$ cat config.mk
export PLATFORM = sky130hd
export DESIGN_NAME = audio_decimator
export DESIGN_NICKNAME = d
export VERILOG_FILES = /design/src/rtl/audio_pkg.sv /design/src/rtl/stream_out_reg.sv /design/src/rtl/audio_decimator.sv
export SDC_FILE = /design/constraint.sdc
export NUM_CORES = 1
export LEC_CHECK = 0
export CAP_MARGIN = 20
export CORE_MARGIN = 2
export CORE_UTILIZATION = 45
export DETAILED_ROUTE_END_ITERATION = 6
export DONT_BUFFER_PORTS = 1
export PLACE_DENSITY = 0.74
export REMOVE_ABC_BUFFERS = 1
export SLEW_MARGIN = 20
export SYNTH_ARGS = -nofsm -noshare
export SYNTH_HDL_FRONTEND = slang
export SYNTH_SLANG_ARGS = --single-unit
$ cat constraint.sdc
create_clock -name clk -period 2.5 [get_ports clk]
set_clock_uncertainty 0.15 [all_clocks]
set_input_delay 0.5 -clock clk [delete_from_list [all_inputs] [get_ports clk]]
set_output_delay 0.5 -clock clk [all_outputs]
set_load 0.02 [all_outputs]
$ cat src/rtl/audio_pkg.sv
// Shared audio-path constants and sample/word types used by the codec,
// decimator and FFT front end.
package audio_pkg;

    localparam int AUDIO_W      = 16;
    localparam int FFT_W        = 32;
    localparam int FFT_FRAC_PAD = 8;
    localparam int DECIM_LOG2   = 6;

    typedef logic signed [AUDIO_W-1:0] audio_sample_t;
    typedef logic        [FFT_W-1:0]   fft_word_t;

endpackage

$ cat src/rtl/stream_out_reg.sv
// Single-entry valid/ready holding register. A load in the same cycle as a
// transfer wins, so a back-to-back producer never loses a word.
module stream_out_reg #(
    parameter int W = 32
) (
    input  logic         clk,
    input  logic         rst_n,
    input  logic         load_i,
    input  logic [W-1:0] load_data_i,
    input  logic         out_ready,
    output logic         out_valid,
    output logic [W-1:0] out_data
);

    logic         valid_q, valid_d;
    logic [W-1:0] data_q,  data_d;

    // NOTE: every always_comb output gets a default first so no path can infer a latch.
    always_comb begin
        valid_d = valid_q;
        data_d  = data_q;
        if (load_i) begin
            valid_d = 1'b1;
            data_d  = load_data_i;
        end else if (valid_q && out_ready) begin
            valid_d = 1'b0;
        end
    end

    // NOTE: state registers use non-blocking assignments so all flops update together.
    always_ff @(posedge clk or negedge rst_n) begin
        if (!rst_n) begin
            valid_q <= 1'b0;
            data_q  <= '0;
        end else begin
            valid_q <= valid_d;
            data_q  <= data_d;
        end
    end

    assign out_valid = valid_q;
    assign out_data  = data_q;

endmodule

$ cat src/rtl/audio_decimator.sv
// Decimates the codec sample stream by 2^LOG2_DECIM (pick-last or block mean)
// and formats each result as an FFT input word; counts samples lost to back-pressure.
module audio_decimator
    import audio_pkg::*;
#(
    parameter int N_IN       = AUDIO_W,
    parameter int W_OUT      = FFT_W,
    parameter int FRAC_PAD   = FFT_FRAC_PAD,
    parameter int LOG2_DECIM = DECIM_LOG2
) (
    input  logic                   clk,
    input  logic                   rst_n,
    input  logic                   mode,
    input  logic                   in_valid,
    output logic                   in_ready,
    input  logic signed [N_IN-1:0] in_data,
    output logic                   out_valid,
    input  logic                   out_ready,
    output logic [W_OUT-1:0]       out_data,
    output logic [15:0]            drop_count
);

    localparam int ACC_W = N_IN + LOG2_DECIM;
    localparam logic [LOG2_DECIM-1:0] LAST = {LOG2_DECIM{1'b1}};

    logic [LOG2_DECIM-1:0]     idx_q, idx_d;
    logic signed [ACC_W-1:0]   acc_q, acc_d;
    logic                      mode_q, mode_d;
    logic [15:0]               drop_q, drop_d;

    logic                      accept;
    logic                      load;
    logic signed [ACC_W-1:0]   in_ext;
    logic signed [ACC_W-1:0]   sum;
    logic signed [N_IN-1:0]    result;
    logic [W_OUT-1:0]          word;

    // Only the block-completing sample can be blocked by a full output register.
    assign in_ready = !(idx_q == LAST && out_valid && !out_ready);
    assign accept   = in_valid && in_ready;
    assign load     = accept && (idx_q == LAST);

    assign in_ext = {{LOG2_DECIM{in_data[N_IN-1]}}, in_data};
    assign sum    = acc_q + in_ext;
    // Arithmetic shift floors toward -inf; the mean always fits in N_IN bits.
    assign result = mode_q ? N_IN'(sum >>> LOG2_DECIM) : in_data;
    assign word   = {{(W_OUT-N_IN-FRAC_PAD){result[N_IN-1]}}, result, {FRAC_PAD{1'b0}}};

    always_comb begin
        idx_d  = idx_q;
        acc_d  = acc_q;
        mode_d = mode_q;
        drop_d = drop_q;
        if (accept) begin
            idx_d = idx_q + 1'b1;
            if (idx_q == '0) begin
                acc_d  = in_ext;
                mode_d = mode;
            end else begin
                acc_d = sum;
            end
        end
        if (in_valid && !in_ready && drop_q != 16'hFFFF)
            drop_d = drop_q + 16'd1;
    end

    always_ff @(posedge clk or negedge rst_n) begin
        if (!rst_n) begin
            idx_q  <= '0;
            acc_q  <= '0;
            mode_q <= 1'b0;
            drop_q <= '0;
        end else begin
            idx_q  <= idx_d;
            acc_q  <= acc_d;
            mode_q <= mode_d;
            drop_q <= drop_d;
        end
    end

    assign drop_count = drop_q;

    stream_out_reg #(
        .W (W_OUT)
    ) u_out_reg (
        .clk         (clk),
        .rst_n       (rst_n),
        .load_i      (load),
        .load_data_i (word),
        .out_ready   (out_ready),
        .out_valid   (out_valid),
        .out_data    (out_data)
    );

endmodule

# After elaboration in Yosys (flattened, before gate mapping)
# Cells that the tools add are included.
# totals
register_bits	62
input_bits	21
output_inout_bits	50
elab_cells	27
# op_classes
n_addsub	3
n_eq_ne	2
mux	4
n_reduce_logical	12
# op_table
operator	n
$add 22x16->22	1
$mux 22	1
$add 16x1->16 const B	1
$mux 16	1
$ne 16x16->1 const B	1
$logic_and 1x1->1	7
$add 6x1->6 const B	1
$eq 6x6->1 const B	1
$logic_not 6->1	1
$logic_not 1->1	2
$mux 1	2
$reduce_and 2->1	1
$reduce_bool 2->1	1

# Longest topological paths before layout
# logic_depth
ltp_word	7
ltp_mapped	9
ltp_nobuf	9

# Modules after synthesis
# Synthesis repeated with hierarchy kept, for this count alone.
# unflattened
cells_unflattened	467
hier_area_um2	4867.2
# by_module_without_submodules
module	n_inst	cells_per_inst	area_each_um2	seq_area_each_um2
audio_decimator	1	396	3489.6	1126.1
stream_out_reg	1	71	1377.6	825.8

# Worst setup path before layout
# OpenSTA, ideal clock, no wires.
# synth_path
path_kind	input to register
from	in in_data[0]
to	reg acc_q[18]
t_arrival_ps	2608
slack_ps	-327
path_stages	9
cell_sequence	ha_1 fa_1 a21oi_1 o21ai_1 a221o_1 a221oi_2 o21ai_2 or3_1 nand3_1
# synth_between
elab_chain_cells	2
# synth_rtl
element	line	rtl
start, declared	audio_decimator.sv:16	input logic signed [N_IN-1:0] in_data,
$add 22x16->22	audio_decimator.sv:44	assign sum = acc_q + in_ext;
$mux 22	audio_decimator.sv:56	if (idx_q == '0) begin
end signal, assigned	audio_decimator.sv:70	acc_q <= '0;
end signal, assigned	audio_decimator.sv:75	acc_q <= acc_d;
end, declared	audio_decimator.sv:27	logic signed [ACC_W-1:0] acc_q, acc_d;
# Every way passes these cells.
# A chain may end at the register's enable or synchronous reset.

# Worst setup path after layout
# layout_path
from	reg acc_q[0]
to	reg acc_q[18]
# layout_between
elab_chain_cells	2
# layout_rtl
element	line
$add 22x16->22	audio_decimator.sv:44
$mux 22	audio_decimator.sv:56
# Every way passes these cells.

==> insert_results.sql <==
INSERT INTO impl_metrics (metric_group, metric, value, unit) VALUES
('cts', 'cts_buffer_depth', '2', ''),
('critical_path', 'worst_path_max_delay_cell', 'fa_2', ''),
('pwr', 'share_seq_of_total_power', '0.259', ''),
('global_route', 'track_usage', '0.232', ''),
('pwr', 'finalPower', '5.86', 'mW'),
('sta', 'setup_viol_count_final', '9', ''),
('sta', 'setup_ws', '-161', 'ps'),
('place', 'port_buffers', '0', ''),
('layout', 'num_antenna_cells', '0', ''),
('floorplanning', 'placement_rows', '35', ''),
('critical_path', 'most_common_cell_on_crit_path', 'o21ai_2', ''),
('cts', 'cts-htree-levels', '3', ''),
('synthesis', 'simple_logic_cell_fraction_of_the_synthesized_area', '0.234', ''),
('global_route', 'top_usage_layer', 'met2', ''),
('route', 'detailedRoute.firstIterationViolations', '238', ''),
('pwr', 'leakage', '2.35', 'nW'),
('critical_path', 'worstPathMaxFanout', '4', ''),
('route', 'detail_route.wirelength', '11.7', 'mm'),
('synthesis', 'yosys.area_share.adder', '0.0761', ''),
('global_route', 'number_of_global_route_vias_before_repair', '3857', ''),
('run_status', 'violations', 'negative setup slack', ''),
('min_path', 'min-delay-start', 'in_data[15]', ''),
('floorplanning', 'die_y', '101', 'um'),
('sta', 'grt_setup_unrepaired', 'yes', ''),
('synthesis', 'asyncSetResetFlopFracSynth', '1.00', ''),
('global_route', 'initial_antenna_violation_count', '0', ''),
('place', 'globalplace.congestion', '0.899', ''),
('cts', 'cts_root_buffer', 'clkbuf_8', ''),
('critical_path', 'arrival', '2800', 'ps'),
('global_route', 'first_pass_grt_wire_length', '18.7', 'mm'),
('layout', 'mostFrequentLayoutCell', 'buf_4', ''),
('place', 'dp_hpwl', '8.28', 'mm'),
('route', 'postRouteAntennaNets', '0', ''),
('global_route', 'grt_util_met3', '0.0485', ''),
('synthesis', 'synth-seq-area-share', '0.369', ''),
('sta', 'final_hold_viol_count', '0', ''),
('layout', 'num-nets-final', '587', ''),
('run_status', 'status', 'finished with violations', ''),
('route', 'routed_via_density', '5.88', ''),
('layout', 'synthToLayoutAreaGrowth', '22.8', '%'),
('floorplanning', 'dieArea', '10100', 'sq um'),
('synthesis', 'synth.cell_area', '4210', 'sq um'),
('cts', 'tritoncts', 'done', ''),
('sta', 'timing_max_transition_violations_final', '0', ''),
('sta', 'finalCritPeriodShare', '1.06', ''),
('layout', 'filler_cells', '805', ''),
('layout', 'highest_count_cells_in_the_layout_ignoring_fill_and_taps', 'buf_4, nand2_1, dfrtp_1', ''),
('route', 'vias', '3858', ''),
('synthesis', 'combinational_family_with_the_most_area_after_synthesis', 'simple AND/OR/NAND/NOR gates', ''),
('run', 'maxCapViolCount', '0', ''),
('synthesis', 'synth-compound-area-share', '0.169', ''),
('synthesis', 'synth.lib_cells_used.distinct', '55', ''),
('floorplanning', 'die_width', '101', 'um'),
('critical_path', 'cp-startpoint', 'acc_q[0]', ''),
('global_route', 'grt_overflow_total', '0', ''),
('critical_path', 'worst_r2r_startpoint', 'acc_q[0]', ''),
('synthesis', 'postSynth.topFlopCell', 'dfrtp_1', ''),
('pwr', 'power.share.combinational', '0.603', ''),
('sta', 'fmaxAchievable', '376', 'MHz'),
('global_route', 'grt_max_degree', '63', ''),
('route', 'avgRoutedWirePerCell', '17.8', 'um'),
('cts', 'clk_pin_slew', '80', 'ps'),
('global_route', 'use_met1', '0.298', ''),
('place', 'post_dp_cell_area', '4630', 'sq um'),
('sta', 'final_period_minus_worst_setup_slack', '2660', 'ps'),
('floorplanning', 'initial_core_util', '0.460', ''),
('route', 'route.detailed.drc', '0', ''),
('min_path', 'min_path_type', 'primary input to flop', ''),
('critical_path', 'cp_slowest_stage_delay', '390', 'ps'),
('pwr', 'internal_power', '3.32', 'mW'),
('pwr', 'p_sw_frac', '0.434', '');
## worst max-delay path: cells and delay by family (launching register included)
family / cells / cell delay, ps
compound gates: 5 / 1110
fa+ha+maj: 2 / 580
flops: 1 / 380
simple gates: 2 / 380
## routing by layer
metal  share of wire  routed length, um  vias to the layer above
met5               0                  0                        -
met4           0.017                203                        0
met3           0.056                658                       22
met2            0.50               5800                      107
met1            0.43               4990                     1888
li1                -                  -                     1841
## worst paths after layout
kind	to	cells past startpoint
setup / recovery	acc_q[18]	9
hold reg to reg	acc_q[2]	2
max in group asynchronous	u_out_reg.out_data[23]	2
hold / removal	acc_q[21]	1
min in group asynchronous	acc_q[13]	2
setup reg to reg	acc_q[18]	9
## Yosys cell counts (9+ instances only)
| library cell | instances | area, sq um |
|---|---|---|
| a21oi_1 | 40 | 200 |
| a31oi_1 | 13 | 81.3 |
| buf_4 | 16 | 120 |
| clkbuf_1 | 19 | 71.3 |
| dfrtp_1 | 62 | 1550 |
| ha_1 | 24 | 300 |
| mux2i_1 | 10 | 100 |
| nand2_1 | 67 | 251 |
| nand3_1 | 26 | 130 |
| nand4_1 | 9 | 56.3 |
| nor2_1 | 27 | 101 |
| nor3_1 | 11 | 55.1 |
| o21ai_0 | 27 | 135 |
| xnor2_1 | 18 | 158 |
| xor2_1 | 14 | 123 |
## through the flow
step / util / cells / hold slack [ps]
4_1_cts: 0.539 / 649 / 113
3_3_place_gp: 0.506 / 629 / 56.0
5_1_grt: 0.564 / 656 / 109
3_5_place_dp: 0.506 / 629 / 55.4
6_report: 0.564 / 656 / 120
2_1_floorplan: - / 459 / 54.4
## sequential cells by signal, indices dropped and copies added (netlist names)
register	cells
acc_q	22
drop_count	16
u_out_reg.out_data	16
idx_q	6
mode_q	1
u_out_reg.out_valid	1
## cell type report
cell class	instances	area (sq um)	area share
multi-input combinational	391	2710	0.524
sequential	62	1550	0.301
timing repair buffer	71	568	0.110
clock buffer	12	155	0.0300
tap	111	139	0.0269
inverter	6	22.5	0.00436
clock inverter	3	20.0	0.00388
## kinds of logic (layout without fill, tap and decap cells)
group,Yosys count,after routing
simple gates,196,196
compound gates,117,117
flops,62,62
buf+inv,43,92
xor+xnor,32,32
fa+ha+maj,25,25
mux,13,13
other cells,1,8
## power groups by stage
stage               Clock, mW  Sequential (mW)  Combinational (mW)
floorplan                   0             1.53                1.87
global placement            0             1.51                2.90
detailed placement          0             1.54                2.96
CTS                     0.827             1.52                3.15
global route            0.855             1.56                3.87
finish                  0.809             1.52                3.54
## repair_timing
action | 4_1_cts | 5_1_grt
endpoints found under the hold margin | 62 | 0
setup buffers | 3 | 7
endpoints found under the setup margin | 22 | 31
hold buffers | 2 | 0
pin swaps | 13 | 20
gates resized for setup | 16 | 34
(Power assumes the default switching activity.)
